==> src/rtl/clk_div_ctrl.sv <==
// Glitch-safe sequencer for the ClkDiv ratio/enable inputs.
// Optional range check on requested ratios: define CLK_DIV_CTRL_RANGE_CHK_EN.
//
// state  | meaning
// IDLE   | ready for a request; no-op/reject pulses issued from here
// DRAIN  | divider gated, waiting 2*ratio+DRAIN_EXTRA cycles for it to quiesce
// LOAD   | drive the new ratio (or finish if the request was a disable)
// SETTLE | new ratio applied, waiting SETTLE_CYCLES before re-enabling
module clk_div_ctrl #(
  parameter int RATIO_W       = 3,
  parameter int DEF_RATIO     = 2,
  parameter int DRAIN_EXTRA   = 2,
  parameter int SETTLE_CYCLES = 4
) (
  input  logic               i_ref_clk,
  input  logic               i_rst_n,
  input  logic               i_req_valid,
  input  logic [RATIO_W-1:0] i_req_ratio,
  input  logic               i_req_en,
  output logic               o_req_ready,
  output logic [RATIO_W-1:0] o_div_ratio,
  output logic               o_clk_en,
  output logic               o_busy,
  output logic               o_done,
  output logic               o_err
);

  localparam int CNT_W = RATIO_W + 2;
  localparam logic [CNT_W-1:0] DRAIN_ADD = CNT_W'(DRAIN_EXTRA - 1);
  localparam logic [CNT_W-1:0] SETTLE_LD = CNT_W'(SETTLE_CYCLES - 1);

  typedef enum logic [1:0] {
    IDLE   = 2'd0,
    DRAIN  = 2'd1,
    LOAD   = 2'd2,
    SETTLE = 2'd3
  } state_t;

  state_t             state_q, state_d;
  logic [CNT_W-1:0]   cnt_q, cnt_d;
  logic [RATIO_W-1:0] ratio_q, ratio_d;
  logic [RATIO_W-1:0] lat_ratio_q, lat_ratio_d;
  logic               lat_en_q, lat_en_d;
  logic               clk_en_q, clk_en_d;
  logic               done_q, done_d;
  logic               noop_pend_q, noop_pend_d;
  logic               accept, is_noop, reject;
  logic [CNT_W-1:0]   drain_ld;

  assign accept   = i_req_valid && (state_q == IDLE);
  assign is_noop  = (i_req_ratio == ratio_q) && (i_req_en == clk_en_q);
  // 2*ratio fits without a multiplier: shift into the wider counter width
  assign drain_ld = {1'b0, ratio_q, 1'b0} + DRAIN_ADD;

`ifdef CLK_DIV_CTRL_RANGE_CHK_EN
  logic err_q, err_d, rej_pend_q, rej_pend_d;
  assign reject = i_req_en && (i_req_ratio < RATIO_W'(2));
  assign o_err  = err_q;
`else
  assign reject = 1'b0;
  assign o_err  = 1'b0;
`endif

  always_comb begin
    state_d     = state_q;
    cnt_d       = cnt_q;
    ratio_d     = ratio_q;
    clk_en_d    = clk_en_q;
    lat_ratio_d = lat_ratio_q;
    lat_en_d    = lat_en_q;
    done_d      = noop_pend_q;
    noop_pend_d = 1'b0;
`ifdef CLK_DIV_CTRL_RANGE_CHK_EN
    err_d       = rej_pend_q;
    rej_pend_d  = 1'b0;
`endif
    unique case (state_q)
      IDLE: begin
        if (accept) begin
          lat_ratio_d = i_req_ratio;
          lat_en_d    = i_req_en;
          if (reject) begin
`ifdef CLK_DIV_CTRL_RANGE_CHK_EN
            rej_pend_d = 1'b1;
`endif
          end else if (is_noop) begin
            noop_pend_d = 1'b1;
          end else if (clk_en_q) begin
            clk_en_d = 1'b0;
            cnt_d    = drain_ld;
            state_d  = DRAIN;
          end else begin
            state_d = LOAD;
          end
        end
      end
      DRAIN: begin
        if (cnt_q == '0) state_d = LOAD;
        else             cnt_d   = cnt_q - 1'b1;
      end
      LOAD: begin
        if (lat_en_q) begin
          ratio_d = lat_ratio_q;
          cnt_d   = SETTLE_LD;
          state_d = SETTLE;
        end else begin
          done_d  = 1'b1;
          state_d = IDLE;
        end
      end
      SETTLE: begin
        if (cnt_q == '0) begin
          clk_en_d = 1'b1;
          done_d   = 1'b1;
          state_d  = IDLE;
        end else begin
          cnt_d = cnt_q - 1'b1;
        end
      end
      default: state_d = IDLE;
    endcase
  end

  always_ff @(posedge i_ref_clk or negedge i_rst_n) begin
    if (!i_rst_n) begin
      state_q     <= IDLE;
      cnt_q       <= '0;
      ratio_q     <= RATIO_W'(DEF_RATIO);
      clk_en_q    <= 1'b0;
      lat_ratio_q <= '0;
      lat_en_q    <= 1'b0;
      done_q      <= 1'b0;
      noop_pend_q <= 1'b0;
    end else begin
      state_q     <= state_d;
      cnt_q       <= cnt_d;
      ratio_q     <= ratio_d;
      clk_en_q    <= clk_en_d;
      lat_ratio_q <= lat_ratio_d;
      lat_en_q    <= lat_en_d;
      done_q      <= done_d;
      noop_pend_q <= noop_pend_d;
    end
  end

`ifdef CLK_DIV_CTRL_RANGE_CHK_EN
  always_ff @(posedge i_ref_clk or negedge i_rst_n) begin
    if (!i_rst_n) begin
      err_q      <= 1'b0;
      rej_pend_q <= 1'b0;
    end else begin
      err_q      <= err_d;
      rej_pend_q <= rej_pend_d;
    end
  end
`endif

  assign o_req_ready = (state_q == IDLE);
  assign o_busy      = (state_q != IDLE);
  assign o_div_ratio = ratio_q;
  assign o_clk_en    = clk_en_q;
  assign o_done      = done_q;

endmodule

==> config.mk <==
export PLATFORM = sky130hd
export DESIGN_NAME = clk_div_ctrl
export DESIGN_NICKNAME = d
export VERILOG_FILES = /design/src/rtl/clk_div_ctrl.sv
export SDC_FILE = /design/constraint.sdc
export NUM_CORES = 1
export LEC_CHECK = 0
export CORE_MARGIN = 4
export CORE_UTILIZATION = 50
export DETAILED_ROUTE_END_ITERATION = 6
export PLACE_DENSITY = 0.78
export SLEW_MARGIN = 15
export SYNTH_ARGS = -nofsm -noshare
export SYNTH_HDL_FRONTEND = slang
export SYNTH_SLANG_ARGS = --single-unit
==> constraint.sdc <==
create_clock -name i_ref_clk -period 2.25 [get_ports i_ref_clk]
set_input_delay 0.45 -clock i_ref_clk [delete_from_list [all_inputs] [get_ports i_ref_clk]]
set_output_delay 0.45 -clock i_ref_clk [all_outputs]
set_load 0.02 [all_outputs]
==> metrics.txt, run 1 <==
# TYPE chip_impl_metric gauge
chip_impl_metric{name="cts.reportedPaths.clkPinSlew",unit="ns"} 0.09
chip_impl_info{name="synth_top_area_cell",value="dfrtp_1"} 1
chip_impl_metric{name="synth_adder_area_share",unit="%"} 1.48
chip_impl_metric{name="synth-xor-area-share",unit="%"} 6.22
chip_impl_metric{name="slew_violations",unit=""} 0
chip_impl_metric{name="grtUsageTotal",unit="%"} 13.8
chip_impl_metric{name="dieArea",unit="mm²"} 0.00241
chip_impl_info{name="synthMostInstantiatedCell",value="dfrtp_1"} 1
chip_impl_metric{name="floorplan.io_pins",unit=""} 15
chip_impl_info{name="critical-path-top-delay-family",value="buffers and inverters"} 1
chip_impl_info{name="worstSetupStartpoint",value="state_q[1]$_DFFE_PN0P_"} 1
chip_impl_metric{name="yosys.area.top_type_share",unit="%"} 47.4
chip_impl_metric{name="post-route-min-period",unit="ns"} 2.11
chip_impl_metric{name="syn_area",unit="µm²"} 845
chip_impl_metric{name="placement.setup.worst_slack",unit="ns"} 0.266
chip_impl_metric{name="cts.htree.levels",unit=""} 1
chip_impl_info{name="timing.hold.worst.start",value="noop_pend_q$_DFF_PN0_"} 1
chip_impl_metric{name="avgViaCountPerCell",unit=""} 5.54
chip_impl_info{name="timing_worst_setup_path_type",value="flip-flop to primary output"} 1
chip_impl_metric{name="synth-edff-count",unit=""} 0
chip_impl_metric{name="power_density",unit="mW/mm²"} 1420
chip_impl_metric{name="hold_ws",unit="ns"} 0.434
chip_impl_metric{name="dp_hpwl",unit="mm"} 1.13
chip_impl_metric{name="proportion_of_synthesized_flip_flops_having_asynchronous_set_or_reset",unit="%"} 100
chip_impl_info{name="tritoncts",value="built"} 1
chip_impl_metric{name="post_synth_and_or_nand_nor_area_fraction",unit="%"} 10.5
chip_impl_metric{name="netlist_instances",unit=""} 72
chip_impl_metric{name="post_route_cells_drive_above_1_share",unit="%"} 21.3
chip_impl_metric{name="postCtsSetupRepairBufs",unit=""} 0
chip_impl_metric{name="fin_ws",unit="ns"} 0.144
chip_impl_metric{name="portBuffers",unit=""} 13
chip_impl_metric{name="yosys-mux-area-fraction",unit="%"} 14.7
chip_impl_metric{name="routed_wl",unit="mm"} 1.46
chip_impl_info{name="busiest_layer",value="met2"} 1
chip_impl_metric{name="clock-sinks",unit=""} 17
chip_impl_metric{name="synth-compound-area-share",unit="%"} 12.9
chip_impl_metric{name="die_x",unit="µm"} 49.1
chip_impl_metric{name="grt.overflow.total",unit=""} 0
chip_impl_metric{name="max_cap_violations",unit=""} 0
chip_impl_metric{name="drtIter0Drc",unit=""} 5
chip_impl_metric{name="fin_cells",unit=""} 105
chip_impl_info{name="category_of_the_worst_setup_path_capture_point",value="primary output"} 1
chip_impl_metric{name="yosys_warnings",unit=""} 0
chip_impl_metric{name="insertedDiodeCount",unit=""} 0
chip_impl_metric{name="wire_per_inst",unit="µm"} 13.9
chip_impl_info{name="grt_setup_unrepaired",value="no"} 1
chip_impl_info{name="synth.cells.most_frequent",value="dfrtp_1 (16), mux2_2 (7), xnor2_1 (6), nand2_1 (5), nor2_1 (5)"} 1
chip_impl_metric{name="antenna_found_initial",unit=""} 0
chip_impl_metric{name="setup_tns",unit="ns"} 0
chip_impl_metric{name="max_freq",unit="MHz"} 475
chip_impl_metric{name="synthToLayoutAreaGrowth",unit="%"} 21.2
chip_impl_info{name="worst_hold_path_type",value="flip-flop to flip-flop"} 1
chip_impl_metric{name="dp.cells",unit=""} 101
chip_impl_metric{name="critPathMaxStageDelay",unit="ns"} 0.67
chip_impl_info{name="clock_tree_root",value="clkbuf_4"} 1
chip_impl_metric{name="timing.final.crit_share",unit="%"} 93.6
chip_impl_metric{name="syn_avg_cell_area",unit="µm²"} 11.7
chip_impl_metric{name="yosys_register_bits",unit=""} 17
chip_impl_info{name="outcome",value="finished clean"} 1
chip_impl_metric{name="floorplan.rows",unit=""} 14
chip_impl_metric{name="start_util",unit="%"} 54.2
chip_impl_info{name="r2r_start",value="cnt_q[0]$_DFFE_PN0P_"} 1
chip_impl_metric{name="fill_cells",unit=""} 131
chip_impl_metric{name="postSynthNetCount",unit=""} 80
chip_impl_metric{name="largest_net_degree_at_the_start_of_global_routing",unit=""} 18
chip_impl_metric{name="power_leakage",unit="nW"} 0.445
chip_impl_metric{name="grt_first_pass_wirelength",unit="mm"} 2.60
chip_impl_metric{name="regArea",unit="µm²"} 427
chip_impl_metric{name="design.core.area",unit="mm²"} 0.00156
chip_impl_info{name="worstSetupStartpointType",value="flip-flop"} 1
chip_impl_metric{name="grt_pass1_vias",unit=""} 611
chip_impl_metric{name="final_antenna_net_count",unit=""} 0
chip_impl_metric{name="cp_max_fo",unit=""} 6
chip_impl_metric{name="critical_path_required",unit="ns"} 1.80
chip_impl_metric{name="synth_seq_area_share",unit="%"} 50.5
chip_impl_info{name="synth.top_cells.by_area",value="dfrtp_1 (47%), mux2_2 (9.3%), xnor2_1 (6.2%)"} 1
chip_impl_metric{name="max-vdd-ir-drop",unit="V"} 0.000702
chip_impl_metric{name="clock_path_buffers",unit=""} 2
chip_impl_info{name="synth_top_family_by_area",value="multiplexers"} 1
chip_impl_metric{name="nets",unit=""} 98
chip_impl_metric{name="netlist-cell-type-count",unit=""} 28
chip_impl_metric{name="met1_usage",unit="%"} 16.6
chip_impl_metric{name="worstPathBufferInverterCount",unit=""} 1
chip_impl_info{name="crit_path_cell_trace",value="nor2_1, clkdlybuf4s50_1"} 1
chip_impl_metric{name="grt_use_met3",unit="%"} 3.06
chip_impl_metric{name="multi_input_comb_area",unit="µm²"} 390
chip_impl_metric{name="gp_routability_congestion",unit=""} 0.828
chip_impl_metric{name="number_of_setup_violations_in_the_final_report",unit=""} 0
chip_impl_metric{name="critical_path_arrival",unit="ns"} 1.66
chip_impl_info{name="ys_dominant_reg_cell",value="dfrtp_1"} 1
chip_impl_metric{name="grt_use_met2",unit="%"} 24.1
chip_impl_metric{name="drc",unit=""} 0
chip_impl_metric{name="clk_latency",unit="ns"} 0.28
chip_impl_metric{name="finalClockSkew",unit="ns"} 0.00659
chip_impl_metric{name="die_h",unit="µm"} 49.1
chip_impl_metric{name="cts_buffers",unit=""} 3
chip_impl_metric{name="drt_pass1_iterations",unit=""} 4
chip_impl_metric{name="cts-hold-fix-buffers",unit=""} 0
chip_impl_metric{name="routed-via-count",unit=""} 582
chip_impl_metric{name="post_cts.resized_instances",unit=""} 0
chip_impl_metric{name="final-hold-violation-count",unit=""} 0
chip_impl_info{name="slowest_stage",value="clkdlybuf4s50_1"} 1
==> metal layers <==
metal | up-vias | wire length [µm]
met5 | - | 0
met4 | 0 | 19
met3 | 4 | 52
met2 | 14 | 697
met1 | 282 | 686
li1 | 282 | -
==> registers in the layout, indices dropped and copies added (netlist names) <==
| register | count |
|---|---|
| lat_ratio_q | 3 |
| o_div_ratio | 3 |
| noop_pend_q | 1 |
| o_clk_en | 1 |
| state_q | 2 |
| o_done | 1 |
| lat_en_q | 1 |
| cnt_q | 5 |
==> final timing paths <==
kind | slack (ns) | cells after the start | endpoint
min reg2reg | 0.43 | 1 | o_done$_DFF_PN0_
min | 0.43 | 1 | o_done$_DFF_PN0_
min in group asynchronous | 0.48 | 2 | cnt_q[2]$_DFFE_PN0P_
max in group asynchronous | 1.53 | 2 | o_div_ratio[1]$_DFFE_PN1P_
max reg2reg | 0.50 | 6 | cnt_q[1]$_DFFE_PN0P_
max | 0.14 | 2 | o_req_ready
==> worst register-to-register path, stage by stage, from the launching register on <==
cell     delay [ns]
dfrtp_1        0.42
inv_1          0.07
ha_1           0.20
nor4b_1        0.34
mux2_4         0.24
o21ai_4        0.08
mux2_4         0.30
==> cell type report <==
class	instances	share of cell area [%]
Clock buffer	4	2.57
Inverter	4	1.47
Multi-Input combinational cell	49	38.1
Sequential cell	17	41.7
Tap cell	16	1.96
Timing Repair Buffer	15	14.2
==> cells by family after synthesis <==
logic type	Yosys count
AO/OA/AOI/OAI	13
XOR/XNOR	6
adder cells (fa/ha/maj)	1
buffers and inverters	6
flip-flops	17
multiplexers	10
other	1
AND/OR/NAND/NOR	18
==> power breakdown <==
group	internal (W)	total, W	switching, W
clock	0.0000688	0.000159	0.0000907
sequential	0.000447	0.000573	0.000126
combinational	0.000406	0.000717	0.000311
total	0.000922	0.00145	0.000527
==> layout by cell type, fill, tap and decap left out <==
cell	synthesis	routed
a21boi_0	1	1
mux2_2	7	7
o21ai_0	1	1
o221a_1	2	2
nor2_1	5	5
a2bb2oi_1	1	1
a41o_1	1	1
mux2_4	3	3
nand2_1	5	5
ha_1	1	1
xnor2_1	6	6
a21oi_1	3	3
a31oi_1	1	1
nor3_1	2	2
clkdlybuf4s50_1	0	13
clkbuf_1	0	1
nand2b_1	2	2
inv_1	4	4
dfrtp_1	16	16
o21ai_4	1	1
or2_1	1	1
buf_4	1	2
conb_1	1	1
clkbuf_4	0	3
o31a_1	1	1
and2_2	1	1
dfstp_2	1	1
nand4_1	1	1
nor4b_1	1	1
a21o_2	1	1
==> stage by stage <==
step                total power, W  utilization, %  area [µm²]
floorplan                  0.00108               -         845
global placement           0.00128            64.0         997
detailed placement         0.00130            64.0         997
CTS                        0.00146            65.7        1020
global route               0.00157            65.7        1020
finish                     0.00145            65.7        1020
Power figures use the tool's default switching activity.
==> inputs of run 2 (changes only) <==
--- a/config.mk
+++ b/config.mk
@@ -9,6 +9,7 @@
 export CORE_UTILIZATION = 50
 export DETAILED_ROUTE_END_ITERATION = 6
 export PLACE_DENSITY = 0.78
+export SKIP_CTS_REPAIR_TIMING = 1
 export SLEW_MARGIN = 15
 export SYNTH_ARGS = -nofsm -noshare
 export SYNTH_HDL_FRONTEND = slang
==> results of run 2 <==
The final DEF is identical to that of run 1; final timing and power are the same.
